### src/rtl/keypad_scanner.sv
// -----------------------------------------------------------------------------
// keypad_scanner
//
// Scans a 4x4 active-low matrix keypad one row at a time, synchronises and
// debounces the column returns, and turns every confirmed key press into a
// single-cycle event for the calculator control FSM. The most recent digit
// value and operator code are held for the operand datapath.
//
// Parameters
//   SCAN_DIV          clock cycles per row slot (>= 4)
//   DEBOUNCE_SAMPLES  identical samples needed to confirm press/release (1..15)
//
// Ports
//   clk       system clock
//   resetn    asynchronous active-low reset
//   col_n     keypad column returns, active low, asynchronous to clk
//   row_n     keypad row drive, one-hot active low
//   num       1-cycle pulse: digit key 0-9 confirmed
//   OP        1-cycle pulse: operator key (A, B, D, *) confirmed
//   C         1-cycle pulse: clear key confirmed
//   EQ        1-cycle pulse: equals key (#) confirmed
//   digit     value of the last confirmed digit key
//   op_code   code of the last confirmed operator key
//                00 add (A), 01 sub (B), 10 mul (D), 11 div (*)
//   key_held  high while a confirmed key is still pressed
//
// Key map [row][col]:
//   row 0: 1 2 3 A      row 2: 7 8 9 C
//   row 1: 4 5 6 B      row 3: * 0 # D
// -----------------------------------------------------------------------------
module keypad_scanner #(
  parameter int SCAN_DIV         = 1000,
  parameter int DEBOUNCE_SAMPLES = 4
) (
  input  logic       clk,
  input  logic       resetn,
  input  logic [3:0] col_n,
  output logic [3:0] row_n,
  output logic       num,
  output logic       OP,
  output logic       C,
  output logic       EQ,
  output logic [3:0] digit,
  output logic [1:0] op_code,
  output logic       key_held
);

  localparam int               DIV_W      = (SCAN_DIV > 1) ? $clog2(SCAN_DIV) : 1;
  localparam logic [DIV_W-1:0] DIV_LAST   = DIV_W'(SCAN_DIV - 1);
  localparam logic [3:0]       DEB_TARGET = 4'(DEBOUNCE_SAMPLES);

  typedef enum logic [1:0] {
    S_SCAN,
    S_DEBOUNCE,
    S_HELD
  } state_t;

  typedef enum logic [1:0] {
    K_DIGIT,
    K_OP,
    K_CLEAR,
    K_EQUALS
  } key_kind_t;

  typedef struct packed {
    key_kind_t  kind;
    logic [3:0] value;
    logic [1:0] op;
  } key_t;

  // Translate a matrix position into what the key means to the calculator.
  function automatic key_t decode_key(input logic [1:0] row, input logic [1:0] col);
    key_t k;
    k = '{kind: K_DIGIT, value: 4'd0, op: 2'b00};
    unique case ({row, col})
      4'h0: k.value = 4'd1;
      4'h1: k.value = 4'd2;
      4'h2: k.value = 4'd3;
      4'h3: begin k.kind = K_OP; k.op = 2'b00; end   // A: add
      4'h4: k.value = 4'd4;
      4'h5: k.value = 4'd5;
      4'h6: k.value = 4'd6;
      4'h7: begin k.kind = K_OP; k.op = 2'b01; end   // B: sub
      4'h8: k.value = 4'd7;
      4'h9: k.value = 4'd8;
      4'hA: k.value = 4'd9;
      4'hB: k.kind = K_CLEAR;                        // C
      4'hC: begin k.kind = K_OP; k.op = 2'b11; end   // *: div
      4'hD: k.value = 4'd0;
      4'hE: k.kind = K_EQUALS;                       // #
      4'hF: begin k.kind = K_OP; k.op = 2'b10; end   // D: mul
    endcase
    return k;
  endfunction

  // ---------------------------------------------------------------------------
  // Registers
  // ---------------------------------------------------------------------------
  logic [3:0]       col_meta, col_sync;
  logic [DIV_W-1:0] div_q;
  state_t           state_q, state_d;
  logic [3:0]       row_n_d;
  logic [1:0]       cand_row_q, cand_row_d;
  logic [1:0]       cand_col_q, cand_col_d;
  logic [3:0]       count_q, count_d;
  logic [3:0]       rel_q, rel_d;
  logic             num_d, op_d, c_d, eq_d;
  logic [3:0]       digit_d;
  logic [1:0]       op_code_d;

  // ---------------------------------------------------------------------------
  // Column synchroniser and row-slot divider
  // ---------------------------------------------------------------------------
  // Synchroniser flops reset to the idle (all released) level so that reset
  // release never looks like a key.
  always_ff @(posedge clk or negedge resetn) begin
    if (!resetn) begin
      col_meta <= 4'hF;
      col_sync <= 4'hF;
      div_q    <= '0;
    end else begin
      // NOTE: sequential state uses non-blocking assignments so every flop
      // samples pre-edge values and the two synchroniser stages stay distinct.
      col_meta <= col_n;
      col_sync <= col_meta;
      div_q    <= (div_q == DIV_LAST) ? '0 : div_q + 1'b1;
    end
  end

  logic tick;
  assign tick = (div_q == DIV_LAST);

  // ---------------------------------------------------------------------------
  // Sample classification
  // ---------------------------------------------------------------------------
  logic       single;
  logic       any_low;
  logic [1:0] sample_col;
  logic [1:0] cur_row;
  logic [3:0] row_next;

  always_comb begin
    single     = 1'b1;
    sample_col = 2'd0;
    unique case (col_sync)
      4'b1110: sample_col = 2'd0;
      4'b1101: sample_col = 2'd1;
      4'b1011: sample_col = 2'd2;
      4'b0111: sample_col = 2'd3;
      default: single     = 1'b0;  // none or several columns low
    endcase
  end

  assign any_low = (col_sync != 4'hF);

  // Row index of the row currently being driven.
  always_comb begin
    cur_row = 2'd0;
    unique case (row_n)
      4'b1110: cur_row = 2'd0;
      4'b1101: cur_row = 2'd1;
      4'b1011: cur_row = 2'd2;
      4'b0111: cur_row = 2'd3;
      default: cur_row = 2'd0;
    endcase
  end

  // Rotating the active-low pattern left walks rows 0 -> 1 -> 2 -> 3 -> 0.
  assign row_next = {row_n[2:0], row_n[3]};

  // ---------------------------------------------------------------------------
  // Scan / debounce / held FSM: next-state and event logic
  // ---------------------------------------------------------------------------
  always_comb begin
    key_t key;
    logic confirm;

    // NOTE: every variable driven here gets a default first, so no path can
    // leave one unassigned and infer a latch.
    state_d    = state_q;
    row_n_d    = row_n;
    cand_row_d = cand_row_q;
    cand_col_d = cand_col_q;
    count_d    = count_q;
    rel_d      = rel_q;
    num_d      = 1'b0;
    op_d       = 1'b0;
    c_d        = 1'b0;
    eq_d       = 1'b0;
    digit_d    = digit;
    op_code_d  = op_code;
    key        = '{kind: K_DIGIT, value: 4'd0, op: 2'b00};
    confirm    = 1'b0;

    if (tick) begin
      unique case (state_q)
        S_SCAN: begin
          if (single) begin
            // Freeze the row on the first clean sample and start counting.
            cand_row_d = cur_row;
            cand_col_d = sample_col;
            count_d    = 4'd1;
            if (DEB_TARGET == 4'd1) begin
              key     = decode_key(cur_row, sample_col);
              confirm = 1'b1;
              rel_d   = 4'd0;
              state_d = S_HELD;
            end else begin
              state_d = S_DEBOUNCE;
            end
          end else begin
            row_n_d = row_next;
          end
        end

        S_DEBOUNCE: begin
          if (single && sample_col == cand_col_q && cur_row == cand_row_q) begin
            count_d = count_q + 4'd1;
            if (count_q + 4'd1 == DEB_TARGET) begin
              key     = decode_key(cand_row_q, cand_col_q);
              confirm = 1'b1;
              rel_d   = 4'd0;
              state_d = S_HELD;
            end
          end else begin
            // Any disagreement abandons the candidate without an event.
            count_d = 4'd0;
            row_n_d = row_next;
            state_d = S_SCAN;
          end
        end

        S_HELD: begin
          // Any low column on the frozen row, including a second key, keeps
          // the release count at zero; there is no auto-repeat.
          if (any_low) begin
            rel_d = 4'd0;
          end else if (rel_q + 4'd1 == DEB_TARGET) begin
            rel_d   = 4'd0;
            count_d = 4'd0;
            row_n_d = row_next;
            state_d = S_SCAN;
          end else begin
            rel_d = rel_q + 4'd1;
          end
        end

        default: begin
          state_d = S_SCAN;
          row_n_d = 4'b1110;
        end
      endcase
    end

    // Only one key is confirmed at a time, so at most one pulse is raised.
    if (confirm) begin
      unique case (key.kind)
        K_DIGIT: begin
          num_d   = 1'b1;
          digit_d = key.value;
        end
        K_OP: begin
          op_d      = 1'b1;
          op_code_d = key.op;
        end
        K_CLEAR:  c_d  = 1'b1;
        K_EQUALS: eq_d = 1'b1;
      endcase
    end
  end

  // ---------------------------------------------------------------------------
  // FSM and output registers
  // ---------------------------------------------------------------------------
  always_ff @(posedge clk or negedge resetn) begin
    if (!resetn) begin
      state_q    <= S_SCAN;
      row_n      <= 4'b1110;
      cand_row_q <= 2'd0;
      cand_col_q <= 2'd0;
      count_q    <= 4'd0;
      rel_q      <= 4'd0;
      num        <= 1'b0;
      OP         <= 1'b0;
      C          <= 1'b0;
      EQ         <= 1'b0;
      digit      <= 4'd0;
      op_code    <= 2'b00;
    end else begin
      state_q    <= state_d;
      row_n      <= row_n_d;
      cand_row_q <= cand_row_d;
      cand_col_q <= cand_col_d;
      count_q    <= count_d;
      rel_q      <= rel_d;
      num        <= num_d;
      OP         <= op_d;
      C          <= c_d;
      EQ         <= eq_d;
      digit      <= digit_d;
      op_code    <= op_code_d;
    end
  end

  assign key_held = (state_q == S_HELD);

endmodule

### config.mk
export PLATFORM = sky130hd
export DESIGN_NAME = keypad_scanner
export DESIGN_NICKNAME = d
export VERILOG_FILES = /design/src/rtl/keypad_scanner.sv
export SDC_FILE = /design/constraint.sdc
export NUM_CORES = 1
export LEC_CHECK = 0
export ABC_CLOCK_PERIOD_IN_PS = 2400
export CORE_MARGIN = 2
export CORE_UTILIZATION = 40
export CTS_CLUSTER_DIAMETER = 30
export DETAILED_ROUTE_END_ITERATION = 12
export PLACE_DENSITY_LB_ADDON = 0.15
export SYNTH_ARGS = -nofsm -noshare
export SYNTH_HDL_FRONTEND = slang
export SYNTH_SLANG_ARGS = --single-unit
### constraint.sdc
create_clock -name clk -period 2.4 [get_ports clk]
set_input_delay 0.36 -clock clk [delete_from_list [all_inputs] [get_ports clk]]
set_output_delay 0.36 -clock clk [all_outputs]
set_load 0.03 [all_outputs]
==> run summary <==
drt drc -> 0
clock latency on the worst-skew pair -> 310 ps
Critical Path RT -> 2600 ps
Crit path arrival time -> 2520 ps
met1 wire length -> 2.48 mm
commonest non-fill, non-tap cells in the layout -> dfrtp_1, nand2_1, clkdlybuf4s50_1
Design Power -> 1340 uW
clock-pin slew on the worst setup and hold paths -> 90 ps
nature of the critical path endpoint -> register
area share of fa/ha/maj cells after synthesis -> 3.87%
layout cells sized above 1 -> 14.8%
post-detail-place hpwl -> 3.49 mm
setup violators final -> 0
Worst Setup Start Kind -> register
initial drt markers -> 80
area added between synthesis and finish -> 16.4%
P_int -> 1010 uW
post-synthesis register bit count -> 46
Worst Tran Pin Value -> 584 ps
max incr delay on CP -> 640 ps
ys flop type -> dfrtp_1
r2r setup slk -> 70 ps
antenna-violating nets left -> 0
Routed WL -> 4.92 mm
Post-Synthesis Cells -> 271
mux contribution to synthesized area -> 1.65%
nets -> 310
die width -> 84.4 um
post-synthesis compound-gate area fraction -> 16.3%
Port Buffers -> 20
sequential power share -> 59.4%
DR top layer -> met4
Max Clock Freq -> 0.430 GHz
met2 wire length -> 2.21 mm
Clk pwr share -> 37.4%
fraction of registers with async set/reset -> 100%
FP Rows -> 29
P_leak -> 0.00131 uW
Seq/Total Area, Yosys -> 45.1%
Via density -> 5.31
Combinational Power Share -> 3.2%
Final Skew -> 5.82 ps
initial antenna violation count -> 0
XOR/XNOR Fraction of Synth Area -> 3.73%
worst hold path type -> primary input to asynchronous set/reset pin
CTS tree -> built
Sw Share -> 24.0%
outcome -> complete, no violations
clock root cell -> clkbuf_8
EDFF count, synth -> 0
gpl congestion -> 0.813
worst setup margin -> 75.0 ps
# clock sinks -> 46
part of the cycle the worst path needs -> 96.9%
gr usage total -> 14.9%
kind of cell adding the most delay to the critical path -> simple AND/OR/NAND/NOR gates
Max-Cap Viols -> 0
Crit Path Category -> register to register
largest family of logic cells by synthesized area -> simple AND/OR/NAND/NOR gates
# H-tree levels -> 2
full die area -> 0.00712 mm^2
Slew Limit Fails -> 0
commonest non-fill, non-tap cell in the layout -> dfrtp_1
setup_tns -> 0 ps
area of the core -> 0.00631 mm^2
vias in the first global route -> 1841
crit-path cells -> nand2_1, or4_4, o311ai_4, and4_4, mux2_1, a211o_1
# IOs -> 21
RSZ-0062 raised after global routing -> no
Ys Warns -> 0
Simple-Gate Fraction of Synth Area -> 25.6%
minimum clock period -> 2330 ps
Mapped Avg Cell Area -> 9.54 um^2
final hold violation count -> 0
Finished Cell Area -> 0.00301 mm^2
first drt pass iteration count -> 4
post-synth cell types -> 59
met3 WL post-DR -> 168 um
via count -> 1987
Net Switching -> 320 uW
CTS buffer count -> 5
Post-CTS Setup Inserts -> 0
DIE HEIGHT -> 84.4 um
cell area after placement -> 0.00290 mm^2
Syn Nets -> 285
Max VDD drop -> 0.291 mV
synthesized area -> 0.00258 mm^2
Power per Cell Area -> 444 mW/mm^2
first-pass GRT wire length -> 8.64 mm
Slowest cell on crit path -> dfstp_2
diode count -> 0
largest net degree at the start of global routing -> 47
post-DR wirelength/cell -> 13.1 um
Starting Density -> 40.9%
worst path buffer plus inverter count -> 0
Max FO, Critical Path -> 11
maximum root-to-sink buffer count -> 2
relative slew slack -> 61.1%
Post-Route Utilization -> 47.6%
pre-CTS setup slack -> 71.3 ps
total gr overflow -> 0
==> sequential cells by signal, indices dropped and copies added (netlist names), 2 cells and up <==
| signal | flops |
|---|---|
| state_q | 2 |
| col_sync | 4 |
| digit | 4 |
| count_q | 4 |
| col_meta | 4 |
| row_n | 4 |
| cand_col_q | 2 |
| rel_q | 4 |
| cand_row_q | 2 |
| div_q | 10 |
| op_code | 2 |
==> Yosys cell counts (3+ instances only) <==
library cell | n | area (um^2)
and3_1 | 11 | 68.8
o211ai_1 | 3 | 22.5
nor2_1 | 17 | 63.8
nand3_1 | 12 | 60.1
nor3_1 | 8 | 40.0
dfrtp_1 | 35 | 876
buf_2 | 4 | 20.0
and2_1 | 3 | 18.8
nand2b_1 | 4 | 25.0
nor2b_1 | 10 | 62.6
nand4_1 | 3 | 18.8
ha_1 | 8 | 100
and3b_1 | 3 | 26.3
xnor2_1 | 3 | 26.3
xor2_1 | 8 | 70.1
clkbuf_1 | 7 | 26.3
o31ai_1 | 4 | 30.0
a21oi_1 | 11 | 55.1
dfstp_2 | 11 | 289
inv_1 | 8 | 30.0
nand2_1 | 27 | 101
nand4b_1 | 5 | 43.8
o21ai_0 | 18 | 90.1
==> routing by layer <==
metal | GRT usage (%) | vias to the layer above
met2 | 22.8 | 31
met3 | 3.54 | 5
met4 | 4.76 | 0
li1 | - | 1025
met5 | 0 | -
met1 | 20.8 | 926
==> cell families (layout without fill, tap and decap cells) <==
group,count (synthesis),after routing
compound gates,60,60
xor+xnor,11,11
fa+ha+maj,8,8
buf+inv,23,49
flops,46,46
mux,4,4
simple gates,119,119
==> final cells by class <==
| class | instances | area (um^2) |
|---|---|---|
| multi-input combinational | 202 | 1330 |
| timing repair buffer | 32 | 285 |
| tap | 77 | 96.3 |
| clock inverter | 3 | 25.0 |
| clock buffer | 5 | 68.8 |
| sequential | 46 | 1160 |
| inverter | 9 | 33.8 |
| fill | 632 | 3310 |
==> path summary, 6_finish.rpt <==
| path | startpoint | end | cells past startpoint |
|---|---|---|---|
| worst max-delay path | row_n[3] | digit[3] | 6 |
| worst min register to register | col_meta[2] | col_sync[2] | 0 |
| max in group asynchronous | resetn | rel_q[0] | 2 |
| min in group clk | col_meta[2] | col_sync[2] | 0 |
| worst min-delay path | resetn | div_q[8] | 2 |
| worst max register to register | row_n[3] | digit[3] | 6 |
==> power groups by stage <==
stage	clock [uW]	sequential (uW)	combinational, uW
3_5_place_dp	0	808	43.7
6_report	499	794	42.3
4_1_cts	522	794	43.7
3_3_place_gp	0	808	43.7
2_1_floorplan	0	804	19.7
5_1_grt	555	795	49.8
==> worst register-to-register path: cells and delay by family, from the launching register on <==
family,cells,cell delay (ps)
AO/OA/AOI/OAI,2,380
AND/OR/NAND/NOR,3,890
flip-flops,1,640
multiplexers,1,310
==> metrics by stage <==
| step | cells | hold slack (ps) |
|---|---|---|
| 4_1_cts | 374 | 149 |
| 3_5_place_dp | 366 | 347 |
| 2_1_floorplan | 271 | 64.4 |
| 3_3_place_gp | 366 | 346 |
| 5_1_grt | 374 | 188 |
| 6_report | 374 | 133 |
==> timing repair <==
action	4_1_cts	5_1_grt
hold buffers	0	0
gates resized for setup	0	3
endpoints found under the setup margin	0	6
(Power assumes the default switching activity.)
